===== src/rtl/keccak_block_padder.sv =====
// Keccak sponge absorb-block builder: packs a W-bit word stream into rate-sized blocks,
// applies the domain suffix and pad10*1 on the final block, and emits an extra pad-only block when needed.
module keccak_block_padder #(
  parameter int unsigned W        = 64,
  parameter int unsigned RATE_MAX = 1344
) (
  input  logic                    clk,
  input  logic                    rst_n,
  input  logic [1:0]              mode,
  input  logic                    in_valid,
  output logic                    in_ready,
  input  logic [W-1:0]            in_data,
  input  logic [$clog2(W/8):0]    in_bytes,
  input  logic                    in_last,
  output logic                    out_valid,
  input  logic                    out_ready,
  output logic [RATE_MAX-1:0]     out_block,
  output logic                    out_last
);

  localparam int unsigned BW  = W / 8;
  localparam int unsigned NB  = RATE_MAX / 8;
  localparam int unsigned PW  = $clog2(NB + 1);
  localparam int unsigned IBW = $clog2(BW) + 1;

  typedef enum logic [1:0] {FILL, EMIT, EMIT_PAD} state_e;

  function automatic logic [PW-1:0] rate_bytes_of(input logic [1:0] m);
    case (m)
      2'd0:       return PW'(168);
      2'd1, 2'd2: return PW'(136);
      default:    return PW'(72);
    endcase
  endfunction

  function automatic logic [7:0] sfx_of(input logic [1:0] m);
    return m[1] ? 8'h06 : 8'h1F;
  endfunction

  state_e              state_q, state_d;
  logic [RATE_MAX-1:0] buf_q, buf_d;
  logic [PW-1:0]       count_q, count_d;
  logic [1:0]          mode_q, mode_d;
  logic                out_valid_q, out_valid_d;
  logic                out_last_q, out_last_d;

  logic [1:0]          mode_eff;
  logic [PW-1:0]       rb, rw, rb_q, pos, count_inc;
  logic [7:0]          sfx, sfx_q;
  logic [IBW-1:0]      nb;
  logic [W-1:0]        masked;
  logic [RATE_MAX-1:0] placed;
  int unsigned         shamt;

  always_comb begin
    state_d     = state_q;
    buf_d       = buf_q;
    count_d     = count_q;
    mode_d      = mode_q;
    out_valid_d = out_valid_q;
    out_last_d  = out_last_q;

    in_ready  = rst_n && (state_q == FILL);
    // the live mode input only matters on the first word of a block-fill
    mode_eff  = (count_q == '0) ? mode : mode_q;
    rb        = rate_bytes_of(mode_eff);
    rw        = rb / PW'(BW);
    sfx       = sfx_of(mode_eff);
    rb_q      = rate_bytes_of(mode_q);
    sfx_q     = sfx_of(mode_q);
    count_inc = count_q + PW'(1);

    nb = (in_bytes > IBW'(BW)) ? IBW'(BW) : in_bytes;
    masked = '0;
    for (int unsigned j = 0; j < BW; j++) begin
      if (!in_last || (IBW'(j) < nb)) masked[8*j +: 8] = in_data[8*j +: 8];
    end
    pos    = count_q * PW'(BW) + PW'(nb);
    shamt  = 32'(count_q) * W;
    placed = RATE_MAX'(masked) << shamt;

    case (state_q)
      FILL: begin
        if (in_valid && in_ready) begin
          mode_d = mode_eff;
          buf_d  = buf_q | placed;
          if (!in_last) begin
            count_d = count_inc;
            if (count_inc == rw) begin
              out_valid_d = 1'b1;
              out_last_d  = 1'b0;
              state_d     = EMIT;
            end
          end else if (pos == rb) begin
            // message ends exactly on the boundary; count stays non-zero so mode_q is kept
            count_d     = count_inc;
            out_valid_d = 1'b1;
            out_last_d  = 1'b0;
            state_d     = EMIT_PAD;
          end else begin
            for (int unsigned b = 0; b < NB; b++) begin
              if (PW'(b) == pos)            buf_d[8*b +: 8] = buf_d[8*b +: 8] ^ sfx;
              if (PW'(b) == rb - PW'(1))    buf_d[8*b +: 8] = buf_d[8*b +: 8] ^ 8'h80;
            end
            out_valid_d = 1'b1;
            out_last_d  = 1'b1;
            state_d     = EMIT;
          end
        end
      end
      EMIT: begin
        if (out_ready) begin
          buf_d       = '0;
          count_d     = '0;
          out_valid_d = 1'b0;
          out_last_d  = 1'b0;
          state_d     = FILL;
        end
      end
      EMIT_PAD: begin
        if (out_ready) begin
          buf_d       = '0;
          buf_d[7:0]  = sfx_q;
          for (int unsigned b = 0; b < NB; b++) begin
            if (PW'(b) == rb_q - PW'(1)) buf_d[8*b +: 8] = buf_d[8*b +: 8] ^ 8'h80;
          end
          count_d     = '0;
          out_valid_d = 1'b1;
          out_last_d  = 1'b1;
          state_d     = EMIT;
        end
      end
      default: state_d = FILL;
    endcase
  end

  always_ff @(posedge clk or negedge rst_n) begin
    if (!rst_n) begin
      state_q     <= FILL;
      buf_q       <= '0;
      count_q     <= '0;
      mode_q      <= '0;
      out_valid_q <= 1'b0;
      out_last_q  <= 1'b0;
    end else begin
      state_q     <= state_d;
      buf_q       <= buf_d;
      count_q     <= count_d;
      mode_q      <= mode_d;
      out_valid_q <= out_valid_d;
      out_last_q  <= out_last_d;
    end
  end

  assign out_block = buf_q;
  assign out_valid = out_valid_q;
  assign out_last  = out_last_q;

endmodule

===== config.mk =====
export PLATFORM = sky130hd
export DESIGN_NAME = keccak_block_padder
export DESIGN_NICKNAME = d
export VERILOG_FILES = /design/src/rtl/keccak_block_padder.sv
export SDC_FILE = /design/constraint.sdc
export NUM_CORES = 2
export LEC_CHECK = 0
export ABC_AREA = 1
export BUFFER_PORTS_ARGS = -buffer_cell sky130_fd_sc_hd__buf_2
export CORE_AREA = 2 2 552 554
export DETAILED_ROUTE_END_ITERATION = 6
export DIE_AREA = 0 0 554 556
export PLACE_DENSITY = 0.51
export SLEW_MARGIN = 20
export SYNTH_ARGS = -nofsm -noshare
export SYNTH_HDL_FRONTEND = slang
export SYNTH_SLANG_ARGS = --single-unit

===== constraint.sdc =====
create_clock -name clk -period 8.8 [get_ports clk]
set_input_delay 1.32 -clock clk [delete_from_list [all_inputs] [get_ports clk]]
set_output_delay 1.32 -clock clk [all_outputs]
set_load 0.01 [all_outputs]

==> results.cfg <==
[sta]
worstMarginPinSlew_ns = 1.256
period_minus_slack_ns = 5.330
postLayoutSetupSlackWorst_ns = 3.470
setup_violations = 0
drv_slew = 0
grt_setup_unrepaired = no
timing.fmax_ghz = 0.1876
fin_skew_ns = 0.09293
setup_tns_ns = 0
period_share = 0.6057
max-slew-margin-rel = 0.1628
hold_viol_final = 0

[worst_setup_path]
path_delay_family = simple AND/OR/NAND/NOR gates
crit_chain = inv_4 -> ha_1 -> nand2_1 -> nor2_1 -> nand2_1 -> nand2_1 -> nand2_4 -> inv_6 -> ha_1 -> inv_1 -> nand2_1 -> nand2_1 -> nor2_1 -> nand3_1 -> nand2_1 -> inv_1 -> nand2_1 -> nand3_1 -> nand2_1 -> o21ai_0
start_kind = flop
critPathMaxStageDelay_ns = 0.69
cp.arrival_ns = 6.10
critPathCaptureType = flop
slowest_stage = dfrtp_4
crit_buf_inv = 4
cp_max_fo = 50
critPathMostFrequentCell = nand2_1
worst_ep_required_time_ns = 9.57
worstSetupPathType = flop to flop

[placement]
place_congestion = 0.9115
post-place-ws_ns = 3.262
dpl.hpwl_um = 341100
port_buffers = 1421

[flow_run]
drv_cap = 0

[route]
drt_wl_total_um = 456100
vias_per_cell = 5.054
dr.pass1.iters = 7
vias = 75960
drc_errors = 1
antenna_left = 0
drt_iter0_drc = 8527
avgRoutedWirePerCell_um = 30.35

[grt]
grt_overflow = 0
antenna_found_initial = 47
use_met2 = 0.4674
top_usage_layer = met2
use_met3 = 0.08092
grtUsageMet1 = 0.3232
grt_pass1_wl_um = 613000
track_usage = 0.2853
grt_pass1_vias = 70400
grt_max_degree = 183

[floorplan]
core_area_mm2 = 0.3020
fp.dieH_um = 556
io_pins = 1422
start_util = 0.2391
die_w_um = 554
die_area_mm2 = 0.3080
num_rows = 202

[final_layout]
mostFrequentLayoutCells = nand2_1, buf_2, dfrtp_1
final_common_cell = nand2_1
n_fill_cell = 33050
syn_to_final_growth_pct = 23.74
drive_gt1_frac = 0.1803
final_nets = 10980

[logic_synthesis]
ys_seq_area_frac = 0.4705
synth_edf_count = 0
netlist.area_leader.share = 0.4705
synth.distinct_cells = 39
syn_area_mm2 = 0.07222
synth_area_per_cell_um2 = 7.425
yosysTopAreaCell = dfrtp_1
yosys_most_used_dff = dfrtp_1
synth-async-reset-ratio = 1.000
yosys_warnings = 0
synth_fp_nets = 9816
synth_area_leaders = dfrtp_1, nand2_1, nand3_1, o21ai_0, nor2_1
synth_seq_cells = 1358
netlist_instances = 9727

[clock_tree]
cts.path.max_buffers = 4
post_cts_resize_count = 0
cts_tree = built
ctsHoldBuffers = 0
post_cts_buffers = 0
cts_sinks = 1358
numCtsBuffers = 177
clock_latency_ns = 0.92
cts_root_buffer = clkbuf_16
clkTransAtPathRegs_ns = 0.06
htree_num_levels = 4

[power_and_ir_drop]
pwr-share-clk = 0.288
ir_drop_mv = 0.2392
p_leak_uw = 0.04595
p_int_uw = 13680
p_sw_uw = 12530
combPwrFrac = 0.411
power_frac_seq = 0.302
netSwitchingFraction = 0.4780
p_per_area_mw_per_mm2 = 293.3

[hold_path]
hold_class = input port to async pin

[run_status]
status = finished, violations left
violations = design-rule violations
[cells by family after synthesis]
| family | Yosys count | share of synthesized area |
|---|---|---|
| AOI/OAI and AO/OA | 1932 | 0.1452 |
| xor gates and xnor gates | 263 | 0.03189 |
| adders and majority gates | 14 | 0.002425 |
| buffers and inverters | 1459 | 0.07912 |
| DFF | 1358 | 0.4705 |
| and+or+nand+nor | 4701 | 0.2708 |
[final cells by class]
type | count | area [um2] | area share
diodes | 20 | 50.05 | 0.0005600
multi-input cells | 6910 | 32730 | 0.3662
well taps | 3978 | 4977 | 0.05569
flip-flops and latches | 1358 | 33990 | 0.3804
inverters | 897 | 3428 | 0.03836
repair buffers | 1549 | 8352 | 0.09345
clock buffers | 256 | 5126 | 0.05736
clock inverters | 62 | 713.2 | 0.007980
[power by group through the flow]
| stage | sequential [uW] | combinational (uW) | clock, uW |
|---|---|---|---|
| finish | 7910 | 10800 | 7540 |
| global route | 7990 | 11400 | 7910 |
| CTS | 7880 | 10700 | 7690 |
| detailed placement | 7970 | 10700 | 0 |
| global placement | 7960 | 10700 | 0 |
| floorplan | 8140 | 5320 | 0 |
[per-stage QoR]
| stage | cells | utilization | instance area [um2] | hold slack [ns] | total power [uW] |
|---|---|---|---|---|---|
| after floorplan | 9727 | - | 72220 | 0.4755 | 13460 |
| final | 15030 | 0.2959 | 89370 | 0.2986 | 26210 |
| after global placement | 14690 | 0.2763 | 83460 | 0.4688 | 18630 |
| after CTS | 15010 | 0.2957 | 89310 | 0.2681 | 26310 |
| after global routing | 15020 | 0.2958 | 89340 | 0.2890 | 27320 |
| after detailed placement | 14690 | 0.2764 | 83480 | 0.4748 | 18690 |
[cell usage after synthesis (3+ instances only)]
cell type	n
nand2_1	2412
dfrtp_1	1358
nor2_1	1063
inv_1	877
nand3_1	821
o21ai_0	801
a21oi_1	687
clkbuf_1	307
o21bai_1	224
nor3_1	191
buf_2	169
xor2_1	157
o22ai_1	148
xnor2_1	106
nand4_1	86
buf_1	80
nor2_2	33
o21ai_1	30
or2_2	29
a31oi_1	27
nor2_4	20
nand2_2	19
ha_1	14
inv_2	12
and2_1	8
clkinv_1	8
nor4_1	8
a21o_1	6
buf_4	5
o211ai_1	5
or2_0	5
nor3_2	3
[worst paths after layout]
path                                  end            from  cells after the start  slack [ns]
setup / recovery               count_q[7]      count_q[1]                     20        3.47
hold / removal              out_block[84]           rst_n                      1        0.30
min in group clk           out_block[839]  out_block[839]                      2        0.49
hold reg to reg            out_block[839]  out_block[839]                      2        0.49
max in group asynchronous  out_block[519]           rst_n                      5        4.83
setup reg to reg               count_q[7]      count_q[1]                     20        3.47
[sequential cells by signal, indices dropped and copies added, names as in the netlist]
signal     cells
out_block   1344
count_q        8
mode_q         2
state_q        2
out_last       1
out_valid      1
[routing by layer]
| metal | wire length, um | part of all wire |
|---|---|---|
| met5 | 76 | 0.00017 |
| met4 | 35900 | 0.079 |
| met3 | 42300 | 0.093 |
| met2 | 211800 | 0.46 |
| met1 | 166100 | 0.36 |
No activity file was read; power rests on OpenSTA's default activity.
